File: src/rtl/mux4t1_4.sv
// mux4t1_4: 4-to-1 bus selector with a combinational output,
// a registered copy, the select behind that copy and a change strobe.
module mux4t1_4 #(
  parameter int WIDTH = 4
) (
  input  logic             clk,
  input  logic             rst,
  input  logic [1:0]       s,
  input  logic [WIDTH-1:0] I0,
  input  logic [WIDTH-1:0] I1,
  input  logic [WIDTH-1:0] I2,
  input  logic [WIDTH-1:0] I3,
  output logic [WIDTH-1:0] o,
  output logic [WIDTH-1:0] o_q,
  output logic [1:0]       s_q,
  output logic             chg
);

  logic [WIDTH-1:0] w_o;
  logic [WIDTH-1:0] r_o_q;
  logic [1:0]       r_s_q;
  logic             r_chg;

  // Select one input; an unknown select yields X in simulation
  always_comb begin
    w_o = '0;
    case (s)
      2'd0:    w_o = I0;
      2'd1:    w_o = I1;
      2'd2:    w_o = I2;
      2'd3:    w_o = I3;
      default: w_o = 'x;
    endcase
  end

  // Capture the live output and flag when the captured value moves
  always_ff @(posedge clk or posedge rst) begin
    if (rst) begin
      r_o_q <= '0;
      r_s_q <= '0;
      r_chg <= 1'b0;
    end else begin
      r_o_q <= w_o;
      r_s_q <= s;
      r_chg <= (w_o != r_o_q);
    end
  end

  assign o   = w_o;
  assign o_q = r_o_q;
  assign s_q = r_s_q;
  assign chg = r_chg;

endmodule

File: config.mk
export PLATFORM = sky130hd
export DESIGN_NAME = mux4t1_4
export DESIGN_NICKNAME = d
export VERILOG_FILES = /design/src/rtl/mux4t1_4.sv
export SDC_FILE = /design/constraint.sdc
export NUM_CORES = 1
export LEC_CHECK = 0
export ABC_CLOCK_PERIOD_IN_PS = 1050
export CAP_MARGIN = 40
export CORE_AREA = 5 5 42 44
export CTS_CLUSTER_DIAMETER = 60
export CTS_CLUSTER_SIZE = 28
export DETAILED_ROUTE_END_ITERATION = 16
export DIE_AREA = 0 0 47 49
export PLACE_DENSITY = 0.77
export SETUP_SLACK_MARGIN = 0.2
export SYNTH_ARGS = -nofsm -noshare
export SYNTH_HDL_FRONTEND = slang
export SYNTH_SLANG_ARGS = --single-unit
File: constraint.sdc
create_clock -name clk -period 1.05 [get_ports clk]
set_input_delay 0.2625 -clock clk [delete_from_list [all_inputs] [get_ports clk]]
set_output_delay 0.2625 -clock clk [all_outputs]
set_load 0.05 [all_outputs]
==> metrics.yaml <==
pre_cts_ws_ns: -0.9618
finalSetupViolations: 10
rows: 14
fin_util: 0.5598
drive_gt1_frac: 0.8548
path_max_fanout: 5
numCtsBuffers: 3
synth_top_area_share: 0.5645
synth_flop_cell: "dfrtp_1"
portBuffers: 30
fin_ws_ns: -0.2639
die_area_sq_um: 2303
comb_power_share: 0.476
clk_pin_slew_ns: 0.05
syn-num-nets: 37
rr_worst_depth: 3
drt_iter0_markers: 2
postSynthAreaPerCell_sq_um: 18.25
cp.arrival_ns: 1.05
synth_edf_count: 0
critPathMaxStageDelay_ns: 0.52
synthTopCellsByArea: "dfrtp_1, mux4_2, xnor2_1"
gp_congestion: 0.7185
gr-total-overflow: 0
area_growth_syn_to_layout_pct: 152.8
path_depth: 3
end_kind: "output port"
worstHoldPathType: "primary input to async pin"
core-area_sq_um: 1401
async_flop_share: 1.000
ys_top_cells_by_count: "dfrtp_1, mux4_2, xnor2_1"
yosysMostFrequentCell: "dfrtp_1"
grt_util_all_layers: 0.1100
slew_headroom: 0.8360
antennaDiodeCount: 0
seq_power_share: 0.303
dr.pass1.iters: 2
total_power_uw: 1055
switching_share: 0.3260
root_buffer: "clkbuf_4"
yosysTopAreaCell: "dfrtp_1"
vias: 329
dieHeight_um: 49
drv_cap: 0
wl_per_cell_um: 12.94
cp.buffers_inverters: 2
intPower_uw: 711.4
holdWs_ns: 0.2378
power_density_nw_per_um2: 1345
htreeDepth: 1
io_pins: 31
viasPerCell: 4.218
cts_tree: "built"
worst_setup_path_start_kind: "primary input"
crit_slowest_cell: "mux4_2"
crit_path_cell_trace: "buf_12 > mux4_2 > buf_8"
hold_violations: 0
layout.nets: 83
antenna_found_initial: 0
post-route-period-util: 1.251
grt_pass1_wl_mm: 1.690
violations: "setup timing"
yosys_warnings: 0
start_util: 0.2214
synth-seq-cells: 7
p_leak_uw: 0.0003726
path_class: "primary input to output port"
ir_drop_uv: 598.1
clock_path_buffers: 2
drcViolationCount: 0
cp.required_ns: 0.79
grt_pass1_vias: 410
fmax_mhz: 761.1
min_period_ns: 1.314
ys_seq_area_frac: 0.5645
status: "complete, but fails checks"
routed_wl_mm: 1.009
synth_cell_types: 5
worstSkewPairLatency_ns: 0.24
rsz0062_at_grt: "true"
synthCells: 17
ant_nets: 0
syn-cell-area_sq_um: 310.3
tightest_slew_ns: 0.2458
fin_skew_ns: 0.0009945
die_x_um: 47
grt_start_max_net_pins: 8
postCtsHoldBufs: 0
dp_hpwl_um: 886.2
switchingPower_uw: 344.1
crit_family: "multiplexers"
clock-sinks: 7
p_clk_frac: 0.221
final_max_slew_viol_count: 0
## area by class of cell
| class | instances | area, sq um |
|---|---|---|
| repair buffers | 41 | 407.9 |
| multi-input cells | 9 | 146.4 |
| clock buffers | 4 | 26.28 |
| inverters | 1 | 3.754 |
| well taps | 16 | 20.02 |
| fillers | 128 | 616.8 |
| flip-flops and latches | 7 | 180.2 |
## placed cells by master (no fill, tap or decap)
master | Yosys | layout
buf_2 | 0 | 16
buf_4 | 0 | 10
buf_12 | 0 | 8
mux4_2 | 4 | 4
dfrtp_2 | 0 | 4
buf_8 | 0 | 4
dfrtp_1 | 7 | 3
clkbuf_4 | 0 | 3
xnor2_2 | 0 | 2
xnor2_1 | 4 | 2
nand4_1 | 1 | 1
inv_1 | 1 | 1
clkbuf_1 | 0 | 1
clkdlybuf4s50_1 | 0 | 1
clkdlybuf4s15_2 | 0 | 1
buf_6 | 0 | 1
## what timing repair did
| item | 4_1_cts | 5_1_grt |
|---|---|---|
| resized for setup | 72 | 2 |
| setup endpoints to repair | 16 | 16 |
| buffers inserted | 9 | 1 |
## logic make-up after synthesis
logic type	Yosys count	synth area share
muxes	4	0.2903
xor gates and xnor gates	4	0.1129
DFF	7	0.5645
buffers and inverters	1	0.01209
and+or+nand+nor	1	0.02017
## state kept, by name, summed over array words and instances, names as in the netlist
| name | flops |
|---|---|
| s_q | 2 |
| chg | 1 |
| o_q | 4 |
## layer usage
layer  share of wire  GRT usage
met5               0          0
met2            0.51     0.1810
met3            0.18    0.05535
met4               0    0.06912
met1            0.31     0.1011
## power by group through the flow
stage	Combinational [uW]	Sequential, uW	Clock (uW)
after floorplan	127	399	0
after detailed placement	430	329	0
final	503	320	233
after global placement	425	329	0
after global routing	527	323	255
after CTS	492	320	246
## final timing paths
kind,startpoint,endpoint,slack (ns)
worst max-delay path,s[0],o[1],-0.26
worst min-delay path,rst,s_q[1]$_DFF_PP0_,0.24
worst max register to register,o_q[2]$_DFF_PP0_,chg$_DFF_PP0_,0.11
worst min register to register,o_q[1]$_DFF_PP0_,chg$_DFF_PP0_,0.65
max in group asynchronous,rst,o_q[2]$_DFF_PP0_,0.60
min in group clk,s[0],s_q[0]$_DFF_PP0_,0.24
## worst register-to-register path: stages, from the launching register on
cell and delay [ns]:
dfrtp_2 0.41, buf_4 0.14, xnor2_2 0.15, nand4_1 0.11
## through the flow
step | TNS (ns) | area, sq um | std cells
after detailed placement | -7.208 | 703.2 | 64
after global routing | -1.639 | 784.5 | 78
after global placement | -6.739 | 703.2 | 64
final | -1.318 | 784.5 | 78
after floorplan | -1.031 | 315.3 | 17
after CTS | -1.325 | 765.7 | 77
Note: power is estimated with default switching activity, not from simulation.
==> edit 1: new RTL, same flow settings <==
Remove the register `r_chg`: a continuous assignment takes its place, so the output `chg` follows one clock earlier.
--- a/src/rtl/mux4t1_4.sv
+++ b/src/rtl/mux4t1_4.sv
@@ -38,13 +38,13 @@
     if (rst) begin
       r_o_q <= '0;
       r_s_q <= '0;
-      r_chg <= 1'b0;
     end else begin
       r_o_q <= w_o;
       r_s_q <= s;
-      r_chg <= (w_o != r_o_q);
     end
   end
+
+  assign r_chg = (w_o != r_o_q);
 
   assign o   = w_o;
   assign o_q = r_o_q;
Function: changed (a bounded check fails within 4 cycles, from zero or initial values and one cycle with rst high).
==> edit 1 against the unedited design <==
Sequential cell count decreased by 1. Hold slack worse by 0.088 ns. The flow still finishes with violations (negative setup slack). Highest routed layer unchanged. Routed wire length grew 8.7%. Worst setup slack got worse by 0.34 ns. Cell count fell by 3.8%. Synthesized area is 8.1% lower. Sequential power is 14% lower. Final area fell by 1.8%. Combinational power grew 4.6%. Total power fell by 2.4%. First-iteration DRC count fell by 50%.
==> edit 1: results <==
group,metric,value,unit
status,status,"finished with violations",
status,violations,"negative setup slack",
place,portBuffers,30,
min_path,worst_hold_startpoint,"s[0]",
global_route,grt_usage,10.6,%
place,gp_congestion,0.701,
sta,finalSetupViolations,11,
cts,htreeDepth,1,
yosys,ys_top_cells_by_area,"dfrtp_1, mux4_2, xnor2_1, nand4_1, inv_1",
finish,fillers,129,
yosys,syn_nets,36,
finish,drive_gt1_share,86.4,%
global_route,antenna_found_initial,0,
cts,postCtsHoldBufs,0,
yosys,synthArstFlopShare,100,%
power_and_ir_drop,leakage,0.363,nW
detailed_routing,num_vias,320,
global_route,grt_pass1_vias,399,
cts,cts_made_buffers,3,
critical_path,worstPathArrival,1.39,ns
global_route,grt_pass1_wl,1.66,mm
finish,fin_nets,80,
yosys,synth-main-ff-cell,"dfrtp_1",
power_and_ir_drop,ir_drop,0.544,mV
critical_path,slowest_stage,"mux4_2",
yosys,yosysUniqueCellTypes,5,
detailed_routing,first_pass_iters,4,
sta,setup_slack,-0.605,ns
critical_path,path_max_fanout,5,
min_path,min_to,"s_q[0]",
yosys,ys_seq_area_share,52.6,%
global_route,grt_max_degree,7,
detailed_routing,drtIter0Drc,1,
power_and_ir_drop,switching_power,0.348,mW
yosys,synthTopCellsByCount,"dfrtp_1, mux4_2, xnor2_1",
finish,largest_register_ffs,4,
finish,n_antenna_cell,0,
place,dp_hpwl,877,um
detailed_routing,wl,1.10,mm
sta,slew_headroom,85.5,%
critical_path,slowest_delay,0.54,ns
yosys,post-synth-top-area-fraction,52.6,%
sta,holdWs,0.149,ns
cts,clk_pin_slew,0.04,ns
min_path,worstHoldPathType,"input pin to flop",
yosys,yosys_warnings,0,
min_path,holdPathStages,1,
cts,cts-root-buf,"clkbuf_4",
sta,tns,-2.83,ns
==> edit 1: changes by cell type after synthesis, sizes merged <==
cell	change
dfrtp	-1
==> edit 1: how the worst max path moves through the flow <==
stage	from	end	slack (ns)	depth (start not counted)
after floorplan	s[0]	chg	-0.82	3
after global placement	s[0]	chg	-1.19	5
after detailed placement	s[0]	chg	-1.22	5
after CTS	s[0]	chg	-0.63	5
after global routing	s[0]	chg	-0.63	5
final	s[0]	chg	-0.61	5
==> edit 1: cell type report <==
type                       instances  area, sq um  area share, %
inverter                           1         3.75          0.487
tap                               16         20.0           2.60
sequential                         6          155           20.1
clock buffer                       4         26.3           3.41
multi-input combinational          9          146           19.0
timing repair buffer              39          419           54.4
==> edit 1: layer usage <==
metal	wire length [um]	track usage, %	up-vias
met5	0	0	-
met4	0	5.53	0
met3	171	4.80	0
met2	561	16.7	30
met1	364	11.3	144
li1	-	-	146
==> edit 1: cell families after synthesis <==
kind of cell / count (synthesis) / synth area share, %
xor gates and xnor gates: 4 / 12.3
muxes: 4 / 31.6
and+or+nand+nor: 1 / 2.19
buffers and inverters: 1 / 1.31
DFF: 6 / 52.6
==> edit 1: power groups by stage <==
stage	combinational [mW]	clock (mW)	sequential (mW)
2_1_floorplan	0.142	0	0.341
3_3_place_gp	0.473	0	0.271
3_5_place_dp	0.477	0	0.273
6_report	0.526	0.229	0.274
5_1_grt	0.548	0.253	0.277
4_1_cts	0.498	0.235	0.273
==> edit 1: stage by stage <==
step	setup WS (ns)	cells	area, sq um
2_1_floorplan	-0.822	16	290
3_3_place_gp	-1.19	69	723
3_5_place_dp	-1.22	69	723
4_1_cts	-0.627	75	737
5_1_grt	-0.629	75	771
6_report	-0.605	75	771
==> edit 1: repair_timing <==
action	4_1_cts	5_1_grt
cloned	0	0
setup endpoints to repair	15	15
gates resized for setup	72	7
buffers inserted	2	0
pin swaps	5	5
==> edit 2: new RTL, config.mk and constraints unchanged <==
Made on the original files. `WIDTH`: 4 -> 6.
--- a/src/rtl/mux4t1_4.sv
+++ b/src/rtl/mux4t1_4.sv
@@ -1,7 +1,7 @@
 // mux4t1_4: 4-to-1 bus selector with a combinational output,
 // a registered copy, the select behind that copy and a change strobe.
 module mux4t1_4 #(
-  parameter int WIDTH = 4
+  parameter int WIDTH = 6
 ) (
   input  logic             clk,
   input  logic             rst,
Ports: changed (6 resized); port bits go from 31 to 43. No check against the original RTL was run, so the function may have changed too.
==> edit 2 against the unedited design <==
The flow still finishes with violations (negative setup slack). Synthesized area is 45% higher. Utilization is 28 points higher. Fmax is 15% lower. Worst setup slack worse by 0.23 ns. Final area is 50% higher. Sequential power is 28% higher. Largest power group unchanged. Routed wire length is 60% higher. Synthesized cell count is 47% higher. Sequential share of layout area is 3.3 points lower. Hold slack worse by 0.0034 ns. Register-to-register slack worse by 0.20 ns. Total power is 32% higher. Sequential cell count is 2 higher. Highest routed layer unchanged. Die area stayed put.
==> edit 2: results <==
group,metric,value,unit
status,status,"finished with violations",
status,violations,"negative setup slack",
sta,tightest_slew,0.331,ns
cts,cts-root-buf,"clkbuf_4",
place,dp_slack,-1.08,ns
place,dp_hpwl,1.22,mm
critical_path,path_delay_family,"multiplexers",
cts,clk_pin_slew,0.06,ns
place,dp.cells,91,
global_route,grt_max_degree,10,
min_path,worst_hold_startpoint,"s[0]",
finish,fin_nets,117,
sta,finalSetupViolations,18,
detailed_routing,num_vias,495,
yosys,avgSynthCellArea,18.0,sq um
yosys,ys_seq_area_share,50.0,%
critical_path,endpoint,"o[2]",
detailed_routing,drtIter0Drc,13,
power_and_ir_drop,leakage,0.545,nW
place,gp_congestion,0.642,
finish,largest_register_ffs,6,
min_path,worstHoldPathType,"input pin to flop",
critical_path,worstPathArrival,1.28,ns
global_route,grt_usage,14.4,%
critical_path,slowest_delay,0.55,ns
sta,setup_slack,-0.496,ns
yosys,syn_nets,53,
critical_path,startpoint,"s[0]",
detailed_routing,wire_per_inst,15.5,um
yosys,yosys_warnings,0,
global_route,grt_pass1_vias,550,
cts,htreeDepth,1,
critical_path,reg2reg_depth,4,
global_route,grt_pass1_wl,2.36,mm
cts,clk_latency,0.25,ns
finish,instances_no_fill,104,
critical_path,r2r_slack,-0.09,ns
yosys,yosysUniqueCellTypes,9,
yosys,ys_top_cells_by_area,"dfrtp_1, mux4_1, mux4_2, xor2_1, xnor2_1",
yosys,synthTopCellsByCount,"dfrtp_1, xor2_1, mux4_1, mux4_2, xnor2_1",
detailed_routing,first_pass_iters,4,
sta,finalClockSkew,0.00275,ns
place,portBuffers,42,
cts,cts_made_buffers,3,
power_and_ir_drop,ir_drop,0.696,mV
finish,drive_gt1_share,55.7,%
critical_path,path_max_fanout,7,
critical_path,r2r_end,"chg",
==> edit 2: per-layer routing <==
layer	track usage, %	routed length [um]	up-vias
met3	3.69	182	0
met2	26.0	890	40
met1	14.1	539	231
li1	-	-	224
met4	6.91	0	0
met5	0	0	-
==> edit 2: logic make-up (layout without fill, tap and decap cells) <==
family / count (synthesis) / in the layout / synth area share (%)
xor gates and xnor gates: 6 / 6 / 11.7
muxes: 6 / 6 / 32.5
DFF: 9 / 9 / 50.0
and+or+nand+nor: 2 / 2 / 2.50
buffers and inverters: 2 / 65 / 3.33
==> edit 2: where the power goes <==
part / switching [mW] / total (mW) / internal, mW
Sequential: 0.0288 / 0.409 / 0.380
Combinational: 0.336 / 0.730 / 0.395
Clock: 0.113 / 0.259 / 0.146
==> edit 2: repair_timing <==
action                                  CTS  global route
cloned                                    0             0
pin swaps                                 2             2
buffers inserted                          7             2
endpoints found under the setup margin   22            22
hold endpoints to repair                  0             0
resized for setup                        60             4
==> edit 2: through the flow <==
| stage | hold WS, ns | utilization (%) | area, sq um | TNS [ns] |
|---|---|---|---|---|
| 2_1_floorplan | 0.0901 | - | 458 | -3.48 |
| 3_3_place_gp | 0.534 | 72.9 | 1020 | -10.27 |
| 3_5_place_dp | 0.532 | 72.9 | 1020 | -10.48 |
| 4_1_cts | 0.229 | 82.5 | 1160 | -3.81 |
| 5_1_grt | 0.237 | 83.9 | 1180 | -4.33 |
| 6_report | 0.234 | 83.9 | 1180 | -3.83 |
==> edit 2: cell type report <==
| cell class | instances | area [sq um] |
|---|---|---|
| timing repair buffer | 60 | 696 |
| sequential | 9 | 231 |
| fill | 83 | 225 |
| multi-input combinational | 14 | 199 |
| clock buffer | 4 | 26.3 |
| tap | 16 | 20.0 |
| inverter | 1 | 3.75 |
